==> src/rtl/csr_pkg.sv <==
// Shared definitions for the machine-mode CSR file: address map, write
// encodings, interrupt codes and the read-modify-write helper.
package csr_pkg;

  localparam logic [11:0] CSR_MVENDORID     = 12'hF11;
  localparam logic [11:0] CSR_MARCHID       = 12'hF12;
  localparam logic [11:0] CSR_MIMPID        = 12'hF13;
  localparam logic [11:0] CSR_MHARTID       = 12'hF14;
  localparam logic [11:0] CSR_MSTATUS       = 12'h300;
  localparam logic [11:0] CSR_MISA          = 12'h301;
  localparam logic [11:0] CSR_MIE           = 12'h304;
  localparam logic [11:0] CSR_MTVEC         = 12'h305;
  localparam logic [11:0] CSR_MCOUNTINHIBIT = 12'h320;
  localparam logic [11:0] CSR_MSCRATCH      = 12'h340;
  localparam logic [11:0] CSR_MEPC          = 12'h341;
  localparam logic [11:0] CSR_MCAUSE        = 12'h342;
  localparam logic [11:0] CSR_MTVAL         = 12'h343;
  localparam logic [11:0] CSR_MIP           = 12'h344;
  localparam logic [11:0] CSR_MCYCLE        = 12'hB00;
  localparam logic [11:0] CSR_MCYCLEH       = 12'hB80;
  localparam logic [11:0] CSR_MINSTRET      = 12'hB02;
  localparam logic [11:0] CSR_MINSTRETH     = 12'hB82;

  typedef enum logic [1:0] {
    WT_NOP   = 2'b00,
    WT_WRITE = 2'b01,
    WT_SET   = 2'b10,
    WT_CLEAR = 2'b11
  } write_type_e;

  localparam int IRQ_MSI = 3;
  localparam int IRQ_MTI = 7;
  localparam int IRQ_MEI = 11;

  localparam int MSTATUS_MIE  = 3;
  localparam int MSTATUS_MPIE = 7;
  // MPP is hardwired to machine mode
  localparam logic [31:0] MSTATUS_MPP = 32'h0000_1800;

  localparam logic [31:0] MISA_VALUE         = 32'h4000_0100;
  localparam logic [31:0] MIE_MASK           = 32'h0000_0888;
  localparam logic [31:0] MTVEC_MASK         = 32'hFFFF_FFFD;
  localparam logic [31:0] MEPC_MASK          = 32'hFFFF_FFFC;
  localparam logic [31:0] MCOUNTINHIBIT_MASK = 32'h0000_0005;

  function automatic logic [31:0] csr_apply(input write_type_e op,
                                            input logic [31:0] cur,
                                            input logic [31:0] wdata);
    logic [31:0] nv;
    case (op)
      WT_WRITE: nv = wdata;
      WT_SET:   nv = cur | wdata;
      WT_CLEAR: nv = cur & ~wdata;
      default:  nv = cur;
    endcase
    return nv;
  endfunction

endpackage

==> src/rtl/csr_counter64.sv <==
// 64-bit counter with independently writable 32-bit halves; a write to
// either half suppresses the increment for that cycle.
module csr_counter64 (
  input  logic        clk,
  input  logic        rst_n,
  input  logic        en,
  input  logic        inc,
  input  logic        wr_lo,
  input  logic        wr_hi,
  input  logic [31:0] wdata,
  output logic [63:0] count
);

  always_ff @(posedge clk or negedge rst_n) begin
    if (!rst_n) begin
      count <= '0;
    end else if (wr_lo) begin
      count[31:0] <= wdata;
    end else if (wr_hi) begin
      count[63:32] <= wdata;
    end else if (en && inc) begin
      count <= count + 64'd1;
    end
  end

endmodule

==> src/rtl/csr_file_m.sv <==
// Machine-mode CSR file: trap/mret state, vectored mtvec, interrupt
// enable/pending with fixed priority, and mcycle/minstret counters.
module csr_file_m
  import csr_pkg::*;
#(
  parameter int          XLEN         = 32,
  parameter int          CAUSE_W      = 5,
  parameter logic [31:0] MTVEC_RESET  = 32'h4,
  parameter logic [31:0] HART_ID      = 32'h0,
  parameter bit          HAS_COUNTERS = 1'b1
) (
  input  logic               clk,
  input  logic               rst_n,
  input  logic [11:0]        addr,
  input  logic [XLEN-1:0]    wdata,
  output logic [XLEN-1:0]    rdata,
  input  logic               read,
  input  logic               write,
  input  logic [1:0]         write_type,
  output logic               invalid,
  input  logic               trap,
  input  logic               trap_irq,
  input  logic [CAUSE_W-1:0] trap_cause,
  input  logic [XLEN-1:0]    trap_pc,
  input  logic [XLEN-1:0]    trap_val,
  input  logic               ret,
  input  logic               retire,
  input  logic               irq_ext,
  input  logic               irq_timer,
  input  logic               irq_soft,
  output logic [XLEN-1:0]    trap_vector,
  output logic [XLEN-1:0]    mepc_out,
  output logic               irq_req,
  output logic [CAUSE_W-1:0] irq_cause
);

  localparam logic [XLEN-1:0] MCAUSE_MASK =
    {1'b1, {(XLEN-1-CAUSE_W){1'b0}}, {CAUSE_W{1'b1}}};

  logic            mstatus_mie;
  logic            mstatus_mpie;
  logic [XLEN-1:0] mie_q;
  logic [XLEN-1:0] mtvec_q;
  logic [XLEN-1:0] mscratch_q;
  logic [XLEN-1:0] mepc_q;
  logic [XLEN-1:0] mcause_q;
  logic [XLEN-1:0] mtval_q;
  logic [XLEN-1:0] minhibit_q;
  logic [63:0]     mcycle;
  logic [63:0]     minstret;

  logic [XLEN-1:0] mstatus_val;
  logic [XLEN-1:0] mip_val;
  logic [XLEN-1:0] pend;
  logic [XLEN-1:0] csr_val;
  logic [XLEN-1:0] wval;
  logic            mapped;
  logic            read_only;
  logic            write_op;
  logic            wr_en;

  always_comb begin
    mstatus_val               = MSTATUS_MPP;
    mstatus_val[MSTATUS_MIE]  = mstatus_mie;
    mstatus_val[MSTATUS_MPIE] = mstatus_mpie;
  end

  assign mip_val = {{(XLEN-12){1'b0}}, irq_ext, 3'b000, irq_timer, 3'b000, irq_soft, 3'b000};

  always_comb begin
    csr_val   = '0;
    mapped    = 1'b1;
    read_only = 1'b0;
    case (addr)
      CSR_MVENDORID, CSR_MARCHID, CSR_MIMPID: read_only = 1'b1;
      CSR_MHARTID: begin
        csr_val   = HART_ID;
        read_only = 1'b1;
      end
      CSR_MSTATUS: csr_val = mstatus_val;
      CSR_MISA: begin
        csr_val   = MISA_VALUE;
        read_only = 1'b1;
      end
      CSR_MIE:      csr_val = mie_q;
      CSR_MTVEC:    csr_val = mtvec_q;
      CSR_MSCRATCH: csr_val = mscratch_q;
      CSR_MEPC:     csr_val = mepc_q;
      CSR_MCAUSE:   csr_val = mcause_q;
      CSR_MTVAL:    csr_val = mtval_q;
      // writes to mip are accepted and silently dropped
      CSR_MIP:      csr_val = mip_val;
      CSR_MCOUNTINHIBIT: begin
        csr_val = minhibit_q;
        mapped  = HAS_COUNTERS;
      end
      CSR_MCYCLE: begin
        csr_val = mcycle[31:0];
        mapped  = HAS_COUNTERS;
      end
      CSR_MCYCLEH: begin
        csr_val = mcycle[63:32];
        mapped  = HAS_COUNTERS;
      end
      CSR_MINSTRET: begin
        csr_val = minstret[31:0];
        mapped  = HAS_COUNTERS;
      end
      CSR_MINSTRETH: begin
        csr_val = minstret[63:32];
        mapped  = HAS_COUNTERS;
      end
      default: mapped = 1'b0;
    endcase
  end

  assign write_op = write && (write_type != WT_NOP);
  assign invalid  = (read || write) && (!mapped || (write_op && read_only));
  assign wr_en    = write_op && mapped && !read_only && !trap && !ret;
  assign wval     = csr_apply(write_type_e'(write_type), csr_val, wdata);
  assign rdata    = read ? csr_val : '0;

  always_ff @(posedge clk or negedge rst_n) begin
    if (!rst_n) begin
      mstatus_mie  <= 1'b0;
      mstatus_mpie <= 1'b0;
      mie_q        <= '0;
      mtvec_q      <= MTVEC_RESET;
      mscratch_q   <= '0;
      mepc_q       <= '0;
      mcause_q     <= '0;
      mtval_q      <= '0;
      minhibit_q   <= '0;
    end else if (trap) begin
      mepc_q       <= trap_pc & MEPC_MASK;
      mcause_q     <= {trap_irq, {(XLEN-1-CAUSE_W){1'b0}}, trap_cause};
      mtval_q      <= trap_irq ? '0 : trap_val;
      mstatus_mpie <= mstatus_mie;
      mstatus_mie  <= 1'b0;
    end else if (ret) begin
      mstatus_mie  <= mstatus_mpie;
      mstatus_mpie <= 1'b1;
    end else if (wr_en) begin
      case (addr)
        CSR_MSTATUS: begin
          mstatus_mie  <= wval[MSTATUS_MIE];
          mstatus_mpie <= wval[MSTATUS_MPIE];
        end
        CSR_MIE:           mie_q      <= wval & MIE_MASK;
        CSR_MTVEC:         mtvec_q    <= wval & MTVEC_MASK;
        CSR_MSCRATCH:      mscratch_q <= wval;
        CSR_MEPC:          mepc_q     <= wval & MEPC_MASK;
        CSR_MCAUSE:        mcause_q   <= wval & MCAUSE_MASK;
        CSR_MTVAL:         mtval_q    <= wval;
        CSR_MCOUNTINHIBIT: minhibit_q <= wval & MCOUNTINHIBIT_MASK;
        default: ;
      endcase
    end
  end

  if (HAS_COUNTERS) begin : g_counters
    csr_counter64 u_mcycle (
      .clk   (clk),
      .rst_n (rst_n),
      .en    (!minhibit_q[0]),
      .inc   (1'b1),
      .wr_lo (wr_en && (addr == CSR_MCYCLE)),
      .wr_hi (wr_en && (addr == CSR_MCYCLEH)),
      .wdata (wval),
      .count (mcycle)
    );

    csr_counter64 u_minstret (
      .clk   (clk),
      .rst_n (rst_n),
      .en    (!minhibit_q[2]),
      .inc   (retire),
      .wr_lo (wr_en && (addr == CSR_MINSTRET)),
      .wr_hi (wr_en && (addr == CSR_MINSTRETH)),
      .wdata (wval),
      .count (minstret)
    );
  end else begin : g_no_counters
    assign mcycle   = '0;
    assign minstret = '0;
  end

  assign trap_vector = {mtvec_q[XLEN-1:2], 2'b00} +
                       ((mtvec_q[0] && trap_irq) ?
                        {{(XLEN-CAUSE_W-2){1'b0}}, trap_cause, 2'b00} : '0);
  assign mepc_out = mepc_q;

  assign pend    = mip_val & mie_q;
  assign irq_req = mstatus_mie && (|pend);

  // fixed priority: external, then software, then timer
  always_comb begin
    irq_cause = '0;
    if (pend[IRQ_MEI])      irq_cause = CAUSE_W'(IRQ_MEI);
    else if (pend[IRQ_MSI]) irq_cause = CAUSE_W'(IRQ_MSI);
    else if (pend[IRQ_MTI]) irq_cause = CAUSE_W'(IRQ_MTI);
  end

endmodule

==> config.mk <==
export PLATFORM = sky130hd
export DESIGN_NAME = csr_file_m
export DESIGN_NICKNAME = d
export VERILOG_FILES = /design/src/rtl/csr_pkg.sv /design/src/rtl/csr_counter64.sv /design/src/rtl/csr_file_m.sv
export SDC_FILE = /design/constraint.sdc
export NUM_CORES = 1
export LEC_CHECK = 0
export BUFFER_PORTS_ARGS = -buffer_cell sky130_fd_sc_hd__buf_4
export CORE_AREA = 2 2 230 232
export DETAILED_ROUTE_END_ITERATION = 8
export DIE_AREA = 0 0 232 234
export PLACE_DENSITY_LB_ADDON = 0.25
export SLEW_MARGIN = 20
export SYNTH_ARGS = -nofsm -noshare
export SYNTH_HDL_FRONTEND = slang
export SYNTH_SLANG_ARGS = --single-unit
export TNS_END_PERCENT = 100
==> constraint.sdc <==
create_clock -name clk -period 4.35 [get_ports clk]
set_input_delay 0.87 -clock clk [delete_from_list [all_inputs] [get_ports clk]]
set_output_delay 0.87 -clock clk [all_outputs]
set_load 0.01 [all_outputs]
# == Word-level counts from Yosys, hierarchy flattened ==
# Cells that the tools add are included.
# classes
addsub,3
eq_ne,26
n_mux,38
bitwise,8
n_reduce_logical,45
# ops
op,count
$mux 32,20
$pmux 32 s14,1
$add 64x1->64 const B,2
$mux 64,2
$eq 12x10->1 const B,10
$eq 12x12->1 const B,8
$pmux 32 s3,1
$add 32x7->32,1
$and 32x32->32,1
$not 32->32,1
$or 32x32->32,1
$reduce_or 32->1,1
$reduce_or 18->1,1
$reduce_and 4->1,4
$logic_and 1x1->1,14
$reduce_bool 2->1,7
$and 12x12->12,1
$mux 1,10
$mux 5,2
$reduce_and 2->1,5
$reduce_and 3->1,3
$ne 2x1->1 const B,4
$mux 7,1
$reduce_bool 3->1,2
other kinds (8),17
# word_totals
reg_bits,294
input_bits,126
out_inout_bits,103

# == Longest topological paths before layout ==
# depth
word_depth,10
depth_mapped,12

# == Modules after synthesis ==
# Synthesis repeated with hierarchy kept, for this count alone.
# hier_totals
hier_cells,2156
area_unflattened_um2,17910.9
# modules_own_cells
mod,n_inst,cells_per_inst,area_per_inst_um2
csr_file_m,1,1162,9858.2
csr_counter64,2,497,4026.4

# == Worst setup path after synthesis ==
# OpenSTA, ideal clock, no wires.
# synth_path
path_type,input to output
start,input port trap_cause[0]
end,output port trap_vector[26]
arrival_time_ns,3.054
required_time_ns,3.480
slack_ns,0.426
cell_stages,12
path_buffers,1
path_cell_list,and3_1 ha_1 inv_1 fa_1 nor2b_1 o21ai_0 a21boi_0 o21bai_1 or3_1 clkbuf_1 nor3_1 xnor2_1
# synth_via
elab_chain_len,2
# synth_rtl
element,line_no,text
start: declaration,csr_file_m.sv:23,"input logic [CAUSE_W-1:0] trap_cause,"
$mux 7,csr_file_m.sv:189,((mtvec_q[0] && trap_irq) ?
$add 32x7->32,csr_file_m.sv:188,"assign trap_vector = {mtvec_q[XLEN-1:2], 2'b00} +"
end: declaration,csr_file_m.sv:31,"output logic [XLEN-1:0] trap_vector,"
# No other way between the ends.

# == Final worst setup path ==
# layout_path
start,register mtvec_q[0]
end,output port trap_vector[26]
# layout_via
elab_chain_len,3
# layout_rtl
element,line_no,text
start: declaration,csr_file_m.sv:43,logic [XLEN-1:0] mtvec_q;
start signal: assignment,csr_file_m.sv:150,CSR_MTVEC: mtvec_q <= wval & MTVEC_MASK;
$logic_and 1x1->1,csr_file_m.sv:189,
$mux 7,csr_file_m.sv:189,
$add 32x7->32,csr_file_m.sv:188,
# No other way between the ends.

==> metrics <==
run status=completed; layout cells sized above 1=22.99%; Final Setup Violations=0; CTS buffer count=35; Final Wtd Congestion=0.9953; wire length per cell=30.70 um; Die Wd=232 um; vias in the first global route=18,170; synthesized cell area=0.01797 sq mm; RSZ-0062 raised after global routing=false; Sink Count=266; Critical Path RT=3480 ps; GRT Total Usage=34.13%; Reg clk slew, reported paths=60 ps; router iterations before antenna repair=8; Slew @ Worst Pin=1080 ps; Row Count=84; xor and xnor fraction of the mapped netlist area=5.508%; synthesized flop and latch total=266; Leak=9.435 nW; Synth Area in Simple Gates=22.66%; setup TNS=0 ps; Worst IR Drop VDD=0.0002458 V; Clock Latency Late Sink=570 ps; total wire length=93,930 um; Util after Layout=43.11%; highest clock rate=239.8 MHz; Yosys warnings=0; worst-path fanout max=7; CTS Hold Bufs=0; worst setup skew after layout=23.99 ps; R2R cell count=8; slowest CP cell=dfrtp_2; Mapped Cells=2,077; Area growth syn-to-layout=24.82%; ys flop type=dfrtp_1; largest incremental delay on the critical path=470 ps; Vias=19,580; Core ar.=0.05202 sq mm; max-slew violation total from the final report=0; largest net degree at the start of global routing=107; Post-Syn Area per Cell=8.652 sq um; Final period util=95.88%; Post-DRT Antenna Nets=0; CP Capture Type=primary output; Place WS=116.0 ps; Synth async-reset ratio=100.0%; EDFF count, synth=0; Detailed Place HPWL=71,140 um; mux share of post-synthesis cell area=4.442%; Synth Area in Adders=0.5988%; Initial DRC Count=2,727; crit path time final=4171 ps; Final Hold Viols=0; startpoint types=flop; Levels on crit path=12; crit-path cells=and3_1 -> ha_1 -> inv_1 -> fa_1 -> nor2b_1 -> o21ai_0 -> a21boi_1 -> o21bai_1 -> or3_4 -> nor3_1 -> xnor2_1 -> buf_4; DIE HEIGHT=234 um; initial antenna violation count=1; synth unique cells=108; CTS Buffer Depth=3; Buf/Inv on CP=2; largest family of logic cells by synthesized area=compound AO/OA/AOI/OAI gates; Die Footprint=0.05429 sq mm; DR vias/cell=6.398; WS Path Type=flop to primary output; first-pass GRT wire length=133,400 um; final setup margin=179.0 ps; max-cap violation count=0; most frequent cells in the layout=buf_4, dfrtp_1, nand2_1; Post-route DRC=0; clk root buf=clkbuf_16; commonest non-fill, non-tap cell in the layout=buf_4; H-tree depth=2; crit path DAT=3300 ps; number of port buffers=221; fill count=5,210; Relative slew margins=28.03%; # IOs=229; CTS tree=done; critical path's top delay family=simple AND/OR/NAND/NOR gates; min-delay worst type=input pin to async pin; total grt overflow=0; post-synthesis compound-gate area fraction=24.68%; sequential area share after synthesis=37.05%; PwrDens=290.6 mW/mm^2; Final nets=2,479; Starting Density=34.54%
-- power by group --
group | internal (mW) | switching [mW]
clock | 1.73 | 1.23
combinational | 0.322 | 0.541
sequential | 2.57 | 0.127
total | 4.62 | 1.90
-- layer usage --
| metal | vias to the layer above | GRT usage [%] | wire, um |
|---|---|---|---|
| met2 | 1210 | 50.86 | 40220 |
| met4 | 0 | 17.17 | 5154 |
| met1 | 9786 | 47.07 | 39190 |
| met3 | 220 | 6.688 | 9368 |
| li1 | 8362 | - | - |
| met5 | - | 0 | 0 |
-- worst register-to-register path: cells and delay by family (launching register included) --
family                 cells  cell delay, ps
DFF                        1             470
buffers and inverters      1             270
and+or+nand+nor            7            2610
-- registers in the layout (all words and copies together) (netlist names) --
name,count
g_counters.u_minstret.count,64
mscratch_q,32
g_counters.u_mcycle.count,64
minhibit_q,2
mstatus_mpie,1
mie_q,3
mstatus_mie,1
mtval_q,32
mtvec_q,31
mcause_q,6
mepc_out,30
-- cell usage after synthesis, types with 7 or more instances --
cell | instances | share of area (%)
dfrtp_1 | 265 | 37
nand2_1 | 222 | 4.6
nor2_1 | 144 | 3.0
o21ai_0 | 136 | 3.8
a21oi_1 | 108 | 3.0
a22oi_1 | 105 | 4.4
nand3_1 | 90 | 2.5
clkbuf_1 | 73 | 1.5
nand4_1 | 72 | 2.5
xnor2_1 | 67 | 3.3
buf_2 | 65 | 1.8
mux2i_1 | 55 | 3.1
xor2_1 | 46 | 2.2
and3_1 | 44 | 1.5
inv_1 | 43 | 0.90
nor3_1 | 42 | 1.2
o21ai_1 | 36 | 1.0
a22o_1 | 24 | 1.2
nor4_1 | 23 | 0.80
a31oi_1 | 21 | 0.73
and2_1 | 19 | 0.66
mux2_2 | 19 | 1.2
o22ai_1 | 19 | 0.66
nor3_2 | 17 | 0.95
o2bb2ai_1 | 17 | 0.83
o221ai_1 | 14 | 0.68
and4_1 | 13 | 0.63
buf_4 | 13 | 0.54
a2111oi_0 | 12 | 0.58
a21o_1 | 12 | 0.50
a211oi_1 | 11 | 0.46
a221o_1 | 11 | 0.61
o211ai_1 | 11 | 0.46
a221oi_1 | 10 | 0.49
or3_1 | 10 | 0.35
buf_1 | 9 | 0.19
ha_1 | 7 | 0.49
nor4_2 | 7 | 0.49
-- per-stage QoR --
step / cell area, sq um / hold WS (ps) / total power [mW] / std cells
2_1_floorplan: 17980 / 465.0 / 3.067 / 2081
3_3_place_gp: 21260 / 483.0 / 3.571 / 2996
3_5_place_dp: 21270 / 487.7 / 3.582 / 2996
4_1_cts: 22420 / 425.4 / 6.526 / 3059
5_1_grt: 22430 / 482.3 / 6.698 / 3059
6_report: 22430 / 410.9 / 6.518 / 3060
-- path summary, 6_finish.rpt --
kind / from / endpoint / slack (ps)
worst max-delay path: mtvec_q[0]$_DFFE_PN0P_ / trap_vector[26] / 180
worst max register to register: g_counters.u_mcycle.count[5]$_DFFE_PN0P_ / g_counters.u_mcycle.count[61]$_DFFE_PN0P_ / 940
worst min-delay path: rst_n / mepc_out[26]$_DFFE_PN0P_ / 410
min in group clk: mepc_out[5]$_DFFE_PN0P_ / mepc_out[5]$_DFFE_PN0P_ / 500
worst min register to register: mepc_out[5]$_DFFE_PN0P_ / mepc_out[5]$_DFFE_PN0P_ / 500
max in group asynchronous: rst_n / g_counters.u_mcycle.count[14]$_DFFE_PN0P_ / 3010
-- final cells by class --
type                    count  area [sq um]  share of cell area [%]
inverters                  44         165.2                  0.7363
multi-input cells        1610         10520                   46.92
clock buffers              56          1096                   4.886
well taps                 688         860.8                   3.838
repair buffers            388          3070                   13.69
flip-flops and latches    266          6659                   29.69
clock inverters             7         52.55                  0.2343
diodes                      1         2.502                 0.01116
-- cell families (layout without fill, tap and decap cells) --
kind of cell,Yosys count,count (layout)
other cells,1,6
mux,77,77
buf+inv,205,495
xor+xnor,113,113
compound gates,642,642
fa+ha+maj,8,8
flops,266,266
simple gates,765,765
-- timing repair --
item,4_1_cts,5_1_grt
pin swaps,0,0
setup endpoints to repair,5,6
setup buffers,0,0
gates resized for setup,1,3
No activity file was read; power rests on OpenSTA's default activity.
